File: src/rtl/exception_vector_loader_pkg.sv
// Shared constants for the exception vector loader: FSM states,
// memory-address selector codes, vector addresses and cause codes.
package exception_vector_loader_pkg;

    localparam logic [1:0] ST_IDLE    = 2'd0;
    localparam logic [1:0] ST_FETCH   = 2'd1;
    localparam logic [1:0] ST_CAPTURE = 2'd2;
    localparam logic [1:0] ST_LOAD    = 2'd3;

    localparam logic [2:0] SEL_PC         = 3'b000;
    localparam logic [2:0] SEL_ALUOUT     = 3'b001;
    localparam logic [2:0] SEL_ALURES     = 3'b010;
    localparam logic [2:0] SEL_VEC_OPCODE = 3'b011;
    localparam logic [2:0] SEL_VEC_OVF    = 3'b100;
    localparam logic [2:0] SEL_VEC_DIV0   = 3'b101;

    localparam logic [7:0] VEC_ADDR_OPCODE = 8'd253;
    localparam logic [7:0] VEC_ADDR_OVF    = 8'd254;
    localparam logic [7:0] VEC_ADDR_DIV0   = 8'd255;

    localparam logic [1:0] CAUSE_NONE   = 2'b00;
    localparam logic [1:0] CAUSE_OPCODE = 2'b01;
    localparam logic [1:0] CAUSE_OVF    = 2'b10;
    localparam logic [1:0] CAUSE_DIV0   = 2'b11;

    // Fixed priority: opcode > overflow > div0.
    function automatic logic [2:0] vec_sel(input logic op,
                                           input logic ovf,
                                           input logic div0);
        if (op)        return SEL_VEC_OPCODE;
        else if (ovf)  return SEL_VEC_OVF;
        else if (div0) return SEL_VEC_DIV0;
        else           return SEL_PC;
    endfunction

    function automatic logic [1:0] cause_of(input logic op,
                                            input logic ovf,
                                            input logic div0);
        if (op)        return CAUSE_OPCODE;
        else if (ovf)  return CAUSE_OVF;
        else if (div0) return CAUSE_DIV0;
        else           return CAUSE_NONE;
    endfunction

endpackage

File: src/rtl/exception_vector_loader_latency_counter.sv
// Loadable 3-bit down-counter with zero flag; times the memory read wait.
// Ports: clk, reset (async active-low), load_i/load_val_i, dec_i, zero_o.
module latency_counter (
    input  logic       clk,
    input  logic       reset,
    input  logic       load_i,
    input  logic [2:0] load_val_i,
    input  logic       dec_i,
    output logic       zero_o
);

    logic [2:0] cnt_q;
    logic [2:0] cnt_d;

    always_comb begin
        cnt_d = cnt_q;
        if (load_i)
            cnt_d = load_val_i;
        else if (dec_i && cnt_q != 3'd0)
            cnt_d = cnt_q - 3'd1;
    end

    always_ff @(posedge clk or negedge reset) begin
        if (!reset) cnt_q <= 3'd0;
        else        cnt_q <= cnt_d;
    end

    assign zero_o = (cnt_q == 3'd0);

endmodule

File: src/rtl/exception_vector_loader.sv
// Exception sequencer: selects the vector byte address, waits MEM_LATENCY
// cycles, loads the zero-extended byte into PC and pc_in-4 into EPC.
// Ports: clk, reset (async active-low), exc_opcode/exc_overflow/exc_div0,
// pc_in, mem_data in; iord_sel, mem_wr, epc_load/epc_value,
// pc_load/pc_value, busy out. Macro EXC_CAUSE_EN adds a 2-bit cause output.
module exception_vector_loader
    import exception_vector_loader_pkg::*;
#(
    parameter int MEM_LATENCY = 2
) (
    input  logic        clk,
    input  logic        reset,
    input  logic        exc_opcode,
    input  logic        exc_overflow,
    input  logic        exc_div0,
    input  logic [31:0] pc_in,
    input  logic [31:0] mem_data,
    output logic [2:0]  iord_sel,
    output logic        mem_wr,
    output logic        epc_load,
    output logic [31:0] epc_value,
    output logic        pc_load,
    output logic [31:0] pc_value,
    output logic        busy
`ifdef EXC_CAUSE_EN
    ,
    output logic [1:0]  cause
`endif
);

    localparam logic [2:0] LAT_M1 = 3'(MEM_LATENCY - 1);

    logic [1:0]  state_q, state_d;
    logic [2:0]  sel_q, sel_d;
    logic        epc_load_q, epc_load_d;
    logic [31:0] epc_value_q, epc_value_d;
    logic        pc_load_q, pc_load_d;
    logic [31:0] pc_value_q, pc_value_d;
    logic        busy_q, busy_d;

    logic req;
    logic accept;
    logic cnt_dec;
    logic cnt_zero;
    logic unused_mem_hi;

    assign req           = exc_opcode | exc_overflow | exc_div0;
    assign accept        = (state_q == ST_IDLE) && req;
    assign cnt_dec       = (state_q == ST_FETCH) && !cnt_zero;
    assign unused_mem_hi = ^mem_data[31:8];

    latency_counter u_cnt (
        .clk        (clk),
        .reset      (reset),
        .load_i     (accept),
        .load_val_i (LAT_M1),
        .dec_i      (cnt_dec),
        .zero_o     (cnt_zero)
    );

    always_comb begin
        state_d     = state_q;
        sel_d       = sel_q;
        epc_value_d = epc_value_q;
        pc_value_d  = pc_value_q;
        busy_d      = busy_q;
        epc_load_d  = 1'b0;
        pc_load_d   = 1'b0;
        unique case (state_q)
            ST_IDLE: begin
                if (req) begin
                    state_d     = ST_FETCH;
                    sel_d       = vec_sel(exc_opcode, exc_overflow, exc_div0);
                    epc_value_d = pc_in - 32'd4;
                    epc_load_d  = 1'b1;
                    busy_d      = 1'b1;
                end
            end
            ST_FETCH: begin
                if (cnt_zero) state_d = ST_CAPTURE;
            end
            ST_CAPTURE: begin
                pc_value_d = {24'b0, mem_data[7:0]};
                pc_load_d  = 1'b1;
                state_d    = ST_LOAD;
            end
            ST_LOAD: begin
                state_d = ST_IDLE;
                sel_d   = SEL_PC;
                busy_d  = 1'b0;
            end
            default: state_d = ST_IDLE;
        endcase
    end

    always_ff @(posedge clk or negedge reset) begin
        if (!reset) begin
            state_q     <= ST_IDLE;
            sel_q       <= SEL_PC;
            epc_load_q  <= 1'b0;
            epc_value_q <= 32'd0;
            pc_load_q   <= 1'b0;
            pc_value_q  <= 32'd0;
            busy_q      <= 1'b0;
        end else begin
            state_q     <= state_d;
            sel_q       <= sel_d;
            epc_load_q  <= epc_load_d;
            epc_value_q <= epc_value_d;
            pc_load_q   <= pc_load_d;
            pc_value_q  <= pc_value_d;
            busy_q      <= busy_d;
        end
    end

`ifdef EXC_CAUSE_EN
    logic [1:0] cause_q, cause_d;

    always_comb begin
        cause_d = cause_q;
        if (accept) cause_d = cause_of(exc_opcode, exc_overflow, exc_div0);
    end

    always_ff @(posedge clk or negedge reset) begin
        if (!reset) cause_q <= CAUSE_NONE;
        else        cause_q <= cause_d;
    end

    assign cause = cause_q;
`endif

    assign iord_sel  = sel_q;
    assign mem_wr    = 1'b0;
    assign epc_load  = epc_load_q;
    assign epc_value = epc_value_q;
    assign pc_load   = pc_load_q;
    assign pc_value  = pc_value_q;
    assign busy      = busy_q;

endmodule
File: config.mk
export PLATFORM = sky130hd
export DESIGN_NAME = exception_vector_loader
export DESIGN_NICKNAME = d
export VERILOG_FILES = /design/src/rtl/exception_vector_loader_pkg.sv /design/src/rtl/exception_vector_loader_latency_counter.sv /design/src/rtl/exception_vector_loader.sv
export SDC_FILE = /design/constraint.sdc
export NUM_CORES = 1
export LEC_CHECK = 0
export CAP_MARGIN = 20
export CORE_MARGIN = 2
export CORE_UTILIZATION = 44
export DETAILED_ROUTE_END_ITERATION = 8
export HOLD_SLACK_MARGIN = 0.12
export PLACE_DENSITY = 0.95
export SLEW_MARGIN = 20
export SYNTH_ARGS = -nofsm -noshare
export SYNTH_HDL_FRONTEND = slang
export SYNTH_HIERARCHICAL = 1
export SYNTH_SLANG_ARGS = --single-unit
File: constraint.sdc
create_clock -name clk -period 5.11 [get_ports clk]
set_input_delay 1.022 -clock clk [delete_from_list [all_inputs] [get_ports clk]]
set_output_delay 1.022 -clock clk [all_outputs]
set_load 0.02 [all_outputs]
==> impl_metrics.toml <==
[status]
outcome = "completed"

[sta]
rsz0062_at_grt = "false"
fmax_mhz = 291
post-route-min-period_ns = 3.44
hold_violations = 0
worst_pin_slew_ns = 0.670
maxSlewViolCount = 0
min_period_over_period_pct = 67.3
max-slew-margin-rel_pct = 54.7
setup_tns_ns = 0
fin_skew_ns = 0.00860
finalSetupViolCount = 0

[placement]
hpwl_um = 4850
gp_congestion = 0.783
port_buffers = 90

[detailed_routing]
via_per_inst = 5.32
initialDrtViolationCount = 134
ant_nets = 0
drc = 0
finalWirelength_um = 6620
num_vias = 2478
wl_per_cell_um = 14.2
dr.pass1.iters = 4

[grt]
first_global_vias = 2288
antenna_found_initial = 0
grt_usage_pct = 18.4
grt_pass1_wl_um = 10800
grt_overflow = 0
grt_max_degree = 52

[clocking]
clkSlewWorstSetupHoldPaths_ns = 0.10
cts_sinks = 51
holdBufCountCts = 0
cts-root-buf = "clkbuf_8"
clkLatencyLatePin_ns = 0.31
htreeDepth = 2
cts-resized-gates = 0
cts_tree = "built"
clockBufferDepth = 2
cts_inserted_buffers = 5
post-cts-setup-buffer-count = 0

[logic_synthesis]
synth-edff-count = 0
synthArstFlopShare_pct = 100
synth_flop_cell = "dfrtp_1"
yosys_warnings = 6
synth_area_per_cell_um2 = 9.44
syn_area_mm2 = 0.00285
netlist_top_cells_area = "dfrtp_1 (45%), buf_4 (6.6%), a31oi_1 (3.7%)"
ys_types = 36
syn_inst = 302
yosys.area.top_type_share_pct = 44.8
yosysSeqAreaShare_pct = 44.8
ys_ff_latch = 51
synth_top_cell_by_area = "dfrtp_1"

[power_and_ir_drop]
cellPowerDensity_mw_per_mm2 = 574
vdd_drop_max_mv = 0.339
power.leakage_nw = 1.53

[floorplan]
die_h_um = 84.5
start_util_pct = 45.1
die_area_mm2 = 0.00714
io_pins = 140
rows = 29
core-area_mm2 = 0.00631
die_w_um = 84.5

[cells_and_area]
mostFrequentLayoutCells = "clkdlybuf4s50_1 (89), dfrtp_1 (51), nor2_1 (28), conb_1 (28), nand2_1 (25)"
nFillCells = 520
syn2layout_area_growth_pct = 34.6
mostFrequentLayoutCell = "clkdlybuf4s50_1"
post-route-util_pct = 60.8
layout-drive-gt1-share_pct = 6.68
ff_latch_area_mm2 = 0.00128
nNetsFinal = 465
n_antenna_cell = 0
multi_input_area_mm2 = 0.00137

[setup_path]
r2r-end = "epc_value[28]"
crit_arrival_ns = 3.67
max_stage_delay_ns = 0.64
worst-r2r-setup-slack_ns = 2.77
required_ns = 5.34
r2r-start = "state_q[0]"
crit_path_frequent_cell = "or4b_1"
crit_type = "input pin to flip-flop"
worst_r2r_path_depth = 8
crit_path_cell_trace = "clkdlybuf4s50_1 > inv_1 > ha_1 > or4b_1 > or3_1 > or4b_1 > a31oi_1"
worstSetupStartpointType = "input pin"
setup.worst_path.end_class = "flip-flop"
slowest_stage = "or4b_1"
crit_fanout = 13

[min_path]
min-delay-start = "epc_value[4]"
hold_class = "flip-flop to flip-flop"
worstHoldPathCells = 2
min_to = "epc_value[4]"

[run]
max_cap_violations = 0
==> cell type report <==
cell class | count | share of cell area, %
clock buffers | 5 | 1.79
clock inverters | 3 | 1.76
inverters | 10 | 0.978
multi-input cells | 227 | 35.8
flip-flops and latches | 51 | 33.3
well taps | 77 | 2.51
repair buffers | 93 | 23.9
==> how the worst max path moves through the flow <==
stage                         end  cells after the start  slack, ns      from
global placement    epc_value[26]                      7       1.43  pc_in[2]
detailed placement  epc_value[26]                      7       1.36  pc_in[2]
finish              epc_value[26]                      7       1.67  pc_in[2]
floorplan           epc_value[28]                      8       2.12  pc_in[2]
CTS                 epc_value[26]                      7       1.68  pc_in[2]
global route        epc_value[26]                      7       1.52  pc_in[2]
==> synthesized netlist by cell type (4+ instances only) <==
library cell	count
nand2_1	25
o21ai_0	21
a21oi_1	6
or4_1	14
inv_1	10
nor3_1	6
clkbuf_1	11
xnor2_1	9
a31oi_1	17
nor2_1	28
or3_1	8
dfrtp_1	51
mux2_2	8
o31ai_1	13
ha_1	8
nor4_1	7
nor4b_1	4
buf_4	25
==> flip-flops by register name, summed over array words and instances (netlist names) <==
register and cells:
u_cnt/cnt_q 3, epc_load 1, busy 1, state_q 2, iord_sel 3, pc_load 1, epc_value 32, pc_value 8
==> critical path, delay by kind of cell <==
kind / cells / cell delay (ns)
AOI/OAI and AO/OA: 1 / 0.18
adders and majority gates: 1 / 0.19
and+or+nand+nor: 3 / 1.74
buffers and inverters: 2 / 0.54
==> power breakdown <==
part / leakage (nW) / switching, W / total, W / internal (W)
registers: 0.599 / 0.000107 / 0.000714 / 0.000607
clock network: 0.0644 / 0.000138 / 0.000333 / 0.000195
logic: 0.865 / 0.000615 / 0.00116 / 0.000540
total: 1.53 / 0.000860 / 0.00220 / 0.00134
==> metal layers <==
layer / global-route usage, % / vias up / share of wire (%)
met2: 31.6 / 91 / 50
met5: 0 / - / 0
met3: 3.34 / 11 / 5.4
met1: 23.8 / 1171 / 43
met4: 5.19 / 0 / 1.4
li1: - / 1205 / -
==> per-stage QoR <==
stage | power, W | cell area (um^2) | cells | setup slack, ns | hold slack [ns]
after floorplan | 0.00139 | 2950 | 328 | 2.12 | 0.534
after global placement | 0.00184 | 3700 | 458 | 1.43 | 0.465
after detailed placement | 0.00189 | 3700 | 458 | 1.36 | 0.474
after CTS | 0.00222 | 3840 | 466 | 1.68 | 0.495
after global routing | 0.00235 | 3840 | 466 | 1.52 | 0.525
final | 0.00220 | 3840 | 466 | 1.67 | 0.489
==> cells by family (layout without fill, tap and decap cells) <==
family,after synthesis,in the layout,synth area share (%)
compound gates,63,63,13.9
xor+xnor,9,9,2.77
fa+ha+maj,8,8,3.51
buf+inv,50,111,10.5
flops,51,51,44.8
mux,9,9,3.51
other cells,2,28,0.263
simple gates,110,110,20.8
Power figures use the tool's default switching activity.
==> RTL edit 1, RTL diff (same flow settings) <==
Add a define of `EXC_CAUSE_EN`.
--- a/src/rtl/exception_vector_loader.sv
+++ b/src/rtl/exception_vector_loader.sv
@@ -4,4 +4,6 @@
 // pc_in, mem_data in; iord_sel, mem_wr, epc_load/epc_value,
 // pc_load/pc_value, busy out. Macro EXC_CAUSE_EN adds a 2-bit cause output.
+`define EXC_CAUSE_EN
+
 module exception_vector_loader
     import exception_vector_loader_pkg::*;
Function (old outputs only; new: cause): kept (Yosys induction, for registers that start in step).
==> RTL edit 1 against the original RTL <==
  * Cell count is the same
  * Power is 2.4% lower
  * Global-route usage decreased by 0.35 points
  * Highest routed layer unchanged
  * Non-clock buffer count is 1 higher
  * Sequential share of layout area is 1.2 points higher
  * Setup slack gained 0.21 ns
  * Area after synthesis rose by 0.66%
  * Largest cell class unchanged
  * Count of clock-buffer cells in the layout is 1 higher
  * Cell area increased by 0.16%
  * Fmax up 6.4%
  * Via count decreased by 5.0%
  * Sequential cell count increased by 2
  * Wire length decreased by 4.2%
  * Worst hold slack got worse by 0.0040 ns
==> RTL edit 1: results (changes against the original RTL) <==
{| class="wikitable"
! Metric !! Value
|-
| Arrival time at the worst endpoint || 3.45 ns (was 3.67 ns)
|-
| Reg-to-reg startpoint || state_q[0] (unchanged)
|-
| Worst-skew pair later-pin latency || 0.30 ns
|-
| Root Buffer || clkbuf_8 (unchanged)
|-
| Crit-path max FO || 12 (was 13)
|-
| Kind of path behind the tightest hold check || flop to flop (unchanged)
|-
| Wire length of the first global-routing pass || 10.47 mm (was 10.80 mm)
|-
| Via count of the first global-routing pass || 2344 (was 2288)
|-
| Slowest cell delay on critical path || 0.60 ns (was 0.64 ns)
|-
| Synthesis warning total || 6 (unchanged)
|-
| Worst clock skew || 0.005336 ns (was 0.008605 ns)
|-
| Run status || finished, final reports clean (unchanged)
|-
| Average wire length per cell after detail routing || 13.61 µm (was 14.21 µm)
|-
| Top cells by instance count after synthesis || 53 x dfrtp_1, 44 x nand2_1, 35 x o21ai_0, 25 x buf_4, 20 x xnor2_1 (was 51 x dfrtp_1, 28 x nor2_1, 25 x buf_4, 25 x nand2_1, 21 x o21ai_0)
|-
| Number of antenna violations at the first check in global routing || 0 (unchanged)
|-
| Layout cell share with drive strength beyond 1 || 6.941% (was 6.684%)
|-
| Routability Congestion || 0.7463 (was 0.7827)
|-
| Static leakage || 1.605 nW (was 1.528 nW)
|-
| Crit-path slowest cell || nand3_1 (was or4b_1)
|-
| Final HPWL from detailed placement || 4.832 mm (was 4.855 mm)
|-
| CTS buffer count || 5 (unchanged)
|-
| Number of nets in the finished design || 465 (unchanged)
|-
| Number of optimization iterations in the first detailed-route pass || 4 (unchanged)
|-
| Congestion Overflow GR || 0 (unchanged)
|-
| Synth async-reset ratio || 100.0% (unchanged)
|-
| H-tree level count || 2 (unchanged)
|-
| Launching instance or port of the critical path || pc_in[5] (was pc_in[2])
|-
| Number of antenna diodes || 0 (unchanged)
|-
| Number of port buffers || 92 (was 90)
|-
| Synth unique cells || 39 (was 36)
|-
| Via density per instance || 5.049 (was 5.318)
|-
| Share of the yosys chip area belonging to registers || 46.23% (was 44.78%)
|-
| Tot GR Track Use || 18.04% (was 18.39%)
|-
| # Post-CTS Setup Buffers || 0 (unchanged)
|-
| Worst min-delay path startpoint || epc_value[31] (was epc_value[4])
|-
| Setup slack at placement || 1.577 ns (was 1.363 ns)
|-
| Top cells by area in the synthesized netlist || dfrtp_1 46%, buf_4 6.5%, o21ai_0 6.1% (was dfrtp_1 45%, buf_4 6.6%, a31oi_1 3.7%)
|-
| Gates resized, CTS repair || 0 (unchanged)
|-
| Slew headroom || 51.11% (was 54.72%)
|-
| Pin count of the biggest net entering global routing || 62 (was 52)
|-
| Maximum clock insertion buffer count || 2 (unchanged)
|-
| Iteration-0 DRC Markers || 80 (was 134)
|-
| Worst voltage drop across the vdd grid || 0.0003234 V (was 0.0003389 V)
|-
| Largest register FFs || 32 (unchanged)
|-
| Placed Instance Area || 0.003761 mm² (was 0.003701 mm²)
|-
| Kind of cell with the highest combined delay on the critical path || simple AND/OR/NAND/NOR gates (unchanged)
|-
| Clock transition at the register clock pins on the worst setup and hold paths after CTS || 0.09 ns
|}
RTL edit 1: cell count changes after synthesis, sizes merged, moves of 7 or more:
cell   unedited run  this run
o31ai            13         2
or4              15         2
a31oi            17         1
xnor2             9        20
nor3              6        14
nor2             28        11
xor2              0         7
nand2            25        45
o21ai            21        37
RTL edit 1: path summary, 6_finish.rpt:
| check | end | slack (ns) | cells after the start |
|---|---|---|---|
| worst max-delay path | epc_value[13] | 1.88 | 6 |
| worst min-delay path | epc_value[31] | 0.48 | 2 |
| worst max register to register | u_cnt/cnt_q[0] | 2.65 | 7 |
| worst min register to register | epc_value[31] | 0.48 | 2 |
| max in group asynchronous | pc_value[6] | 3.84 | 2 |
| min in group asynchronous | cause[0] | 0.83 | 2 |
RTL edit 1: power by group:
part	leakage [nW]	total [W]	switching, W	internal (W)
Clock	0.0450	0.000229	0.000133	0.0000954
Sequential	0.644	0.000744	0.000113	0.000631
Combinational	0.916	0.00118	0.000632	0.000546
Total	1.60	0.00215	0.000878	0.00127
RTL edit 1: worst register-to-register path, cell delays in order (launching register included):
cell and delay, ns:
dfrtp_1 0.41, inv_1 0.13, ha_1 0.39, o31ai_4 0.12, buf_4 0.30, inv_1 0.44
and2b_4 0.25, a221o_1 0.31
RTL edit 1: metrics by stage:
| step | instances | utilization [%] |
|---|---|---|
| 2_1_floorplan | 323 | - |
| 3_3_place_gp | 458 | 59.57 |
| 3_5_place_dp | 458 | 59.57 |
| 4_1_cts | 466 | 60.88 |
| 5_1_grt | 466 | 60.88 |
| 6_report | 466 | 60.88 |
RTL edit 1: cells by family after synthesis:
| group | after synthesis | share of synthesized area (%) |
|---|---|---|
| AOI/OAI and AO/OA | 48 | 9.507 |
| muxes | 9 | 3.489 |
| other | 2 | 0.2618 |
| xor gates and xnor gates | 27 | 8.243 |
| DFF | 53 | 46.23 |
| adders and majority gates | 8 | 3.489 |
| and+or+nand+nor | 104 | 18.88 |
| buffers and inverters | 46 | 9.900 |
RTL edit 1: final cells by class:
cell class | instances | area, µm²
Clock inverter | 2 | 10.01
Clock buffer | 6 | 72.57
Timing Repair Buffer | 94 | 930.9
Multi-Input combinational cell | 224 | 1370
Inverter | 10 | 37.54
Tap cell | 77 | 96.34
Sequential cell | 53 | 1326
Fill cell | 542 | 2470
RTL edit 1: layer usage:
metal	vias to the layer above	global-route usage [%]	wire, µm
met4	0	4.473	69
met5	-	0	0
met2	91	32.28	3230
li1	1137	-	-
met3	8	4.916	439
met1	1117	21.47	2602
==> RTL edit 2, RTL diff (same settings) <==
Without the edit above. Put one more register stage on the output `epc_value`, with the module's reset. The value now appears one clock later. The other outputs are not delayed to match.
--- a/src/rtl/exception_vector_loader.sv
+++ b/src/rtl/exception_vector_loader.sv
@@ -133,5 +133,11 @@
     assign mem_wr    = 1'b0;
     assign epc_load  = epc_load_q;
-    assign epc_value = epc_value_q;
+    always_ff @(posedge clk or negedge reset) begin
+        if (!reset) begin
+            epc_value <= '0;
+        end else begin
+            epc_value <= epc_value_q;
+        end
+    end
     assign pc_load   = pc_load_q;
     assign pc_value  = pc_value_q;
Formal check against the unedited RTL: not equivalent (a bounded check fails within 4 cycles, from zero or initial values and one cycle with reset low).
==> RTL edit 2 against the original RTL <==
  * Power increased by 27%
  * Critical endpoint is now epc_value_q[17]
  * Global-route usage decreased by 1.0 points
  * Wire length increased by 13%
  * Sequential cell count increased by 32
  * Area after synthesis increased by 29%
  * Largest power group unchanged
  * Largest cell class is now registers
  * Cell area increased by 26%
  * Core utilization decreased by 1.7 points
  * Critical path type unchanged
  * Setup slack improved by 0.22 ns
==> RTL edit 2: results (changes against the original RTL) <==
{| class="wikitable"
! Metric !! Value
|-
| Final clock period utilization by the worst path || 62.92% (was 67.25%)
|-
| Final HPWL from detailed placement || 5.470 mm (was 4.855 mm)
|-
| Hold Path Stages || 0 (was 2)
|-
| CTS buffer count || 9 (was 5)
|-
| Tot GR Track Use || 17.37% (was 18.39%)
|-
| Vias after detailed routing || 2711 (was 2478)
|-
| Pin count of the biggest net entering global routing || 84 (was 52)
|-
| Share of the yosys chip area belonging to registers || 56.41% (was 44.78%)
|-
| End of the worst register-to-register path || epc_value_q[17] (was epc_value[28])
|-
| Wire length of the first global-routing pass || 12.05 mm (was 10.80 mm)
|-
| Via count of the first global-routing pass || 2589 (was 2288)
|-
| Worst-skew pair later-pin latency || 0.35 ns (was 0.31 ns)
|-
| Top cells by area in the synthesized netlist || dfrtp_1 56%, buf_4 5.1%, o21ai_0 3.0% (was dfrtp_1 45%, buf_4 6.6%, a31oi_1 3.7%)
|-
| Crit-path max FO || 33 (was 13)
|-
| Worst reg-to-reg setup slack || 2.53 ns (was 2.77 ns)
|-
| Run status || finished, final reports clean (unchanged)
|-
| Setup slack at placement || 1.544 ns (was 1.363 ns)
|-
| Measured slew at the worst slew-check pin || 0.8446 ns (was 0.6698 ns)
|-
| Top cells by instance count after synthesis || 83 x dfrtp_1, 29 x nand2_1, 25 x buf_4, 24 x nor2_1, 22 x o21ai_0 (was 51 x dfrtp_1, 28 x nor2_1, 25 x buf_4, 25 x nand2_1, 21 x o21ai_0)
|-
| Worst voltage drop across the vdd grid || 0.0003629 V (was 0.0003389 V)
|-
| Final WL || 7.479 mm (was 6.623 mm)
|-
| Slowest cell delay on critical path || 0.62 ns (was 0.64 ns)
|-
| Number of nets in the finished design || 504 (was 465)
|-
| Crit-path slowest cell || clkinv_1 (was or4b_1)
|-
| H-tree level count || 3 (was 2)
|-
| Iteration-0 DRC Markers || 112 (was 134)
|}
## RTL edit 2: worst register-to-register path, cell delays in order, from the launching register on
cell	delay [ns]
dfrtp_1	0.39
inv_1	0.10
ha_1	0.31
o31ai_4	0.09
buf_4	0.33
clkinv_1	0.63
buf_4	0.44
nor2_1	0.12
a31oi_1	0.05
## RTL edit 2: cell type report
type / instances / area [µm²]
inverter: 10 / 37.54
clock inverter: 6 / 88.84
clock buffer: 10 / 127.6
tap: 105 / 131.4
sequential: 83 / 2077
timing repair buffer: 94 / 932.1
fill: 677 / 3347
multi-input combinational: 229 / 1434
## RTL edit 2: worst min path at each step
stage	start	to	slack (ns)
after floorplan	epc_value_q[0]	epc_value[0]	0.35
after global placement	epc_value_q[1]	epc_value[1]	0.36
after detailed placement	epc_value_q[4]	epc_value[4]	0.36
after CTS	epc_value_q[27]	epc_value[27]	0.38
after global routing	epc_value_q[3]	epc_value[3]	0.39
final	epc_value_q[27]	epc_value[27]	0.38
## RTL edit 2: cell families (layout without fill, tap and decap cells)
family                   count (synthesis)  count (layout)  synth area share (%)
AND/OR/NAND/NOR                        113             113                 17.23
adder cells (fa/ha/maj)                  8               8                 2.718
flip-flops                              83              83                 56.40
multiplexers                             9               9                 2.718
buffers and inverters                   48             120                 7.679
AO/OA/AOI/OAI                           60              60                 10.43
XOR/XNOR                                11              11                 2.616
other                                    2              28                0.2039
## RTL edit 2: power by group
group	total (W)	switching [W]	internal, W	leakage, nW
clock network	0.000505	0.000229	0.000276	0.103
registers	0.00112	0.000143	0.000981	0.976
logic	0.00118	0.000627	0.000549	0.879
## RTL edit 2: per-stage QoR
stage          cell area (µm²)  instances  hold slack (ns)  power [W]  util [%]
6_report                  4828        537           0.3762   0.002805     59.06
5_1_grt                   4828        537           0.3880   0.003006     59.06
4_1_cts                   4825        537           0.3779   0.002833     59.01
3_5_place_dp              4608        521           0.3596   0.002324     56.37
3_3_place_gp              4608        521           0.3592   0.002271     56.37
2_1_floorplan             3780        360           0.3535   0.001788         -
## RTL edit 2: layer usage
metal  routed length (µm)  vias to the layer above  track usage (%)
li1                     -                     1330                -
met1                 3236                     1267            21.85
met2                 3526                      102            28.64
met3                  607                       12            4.664
met4                  108                        0            6.786
met5                    0                        -                0
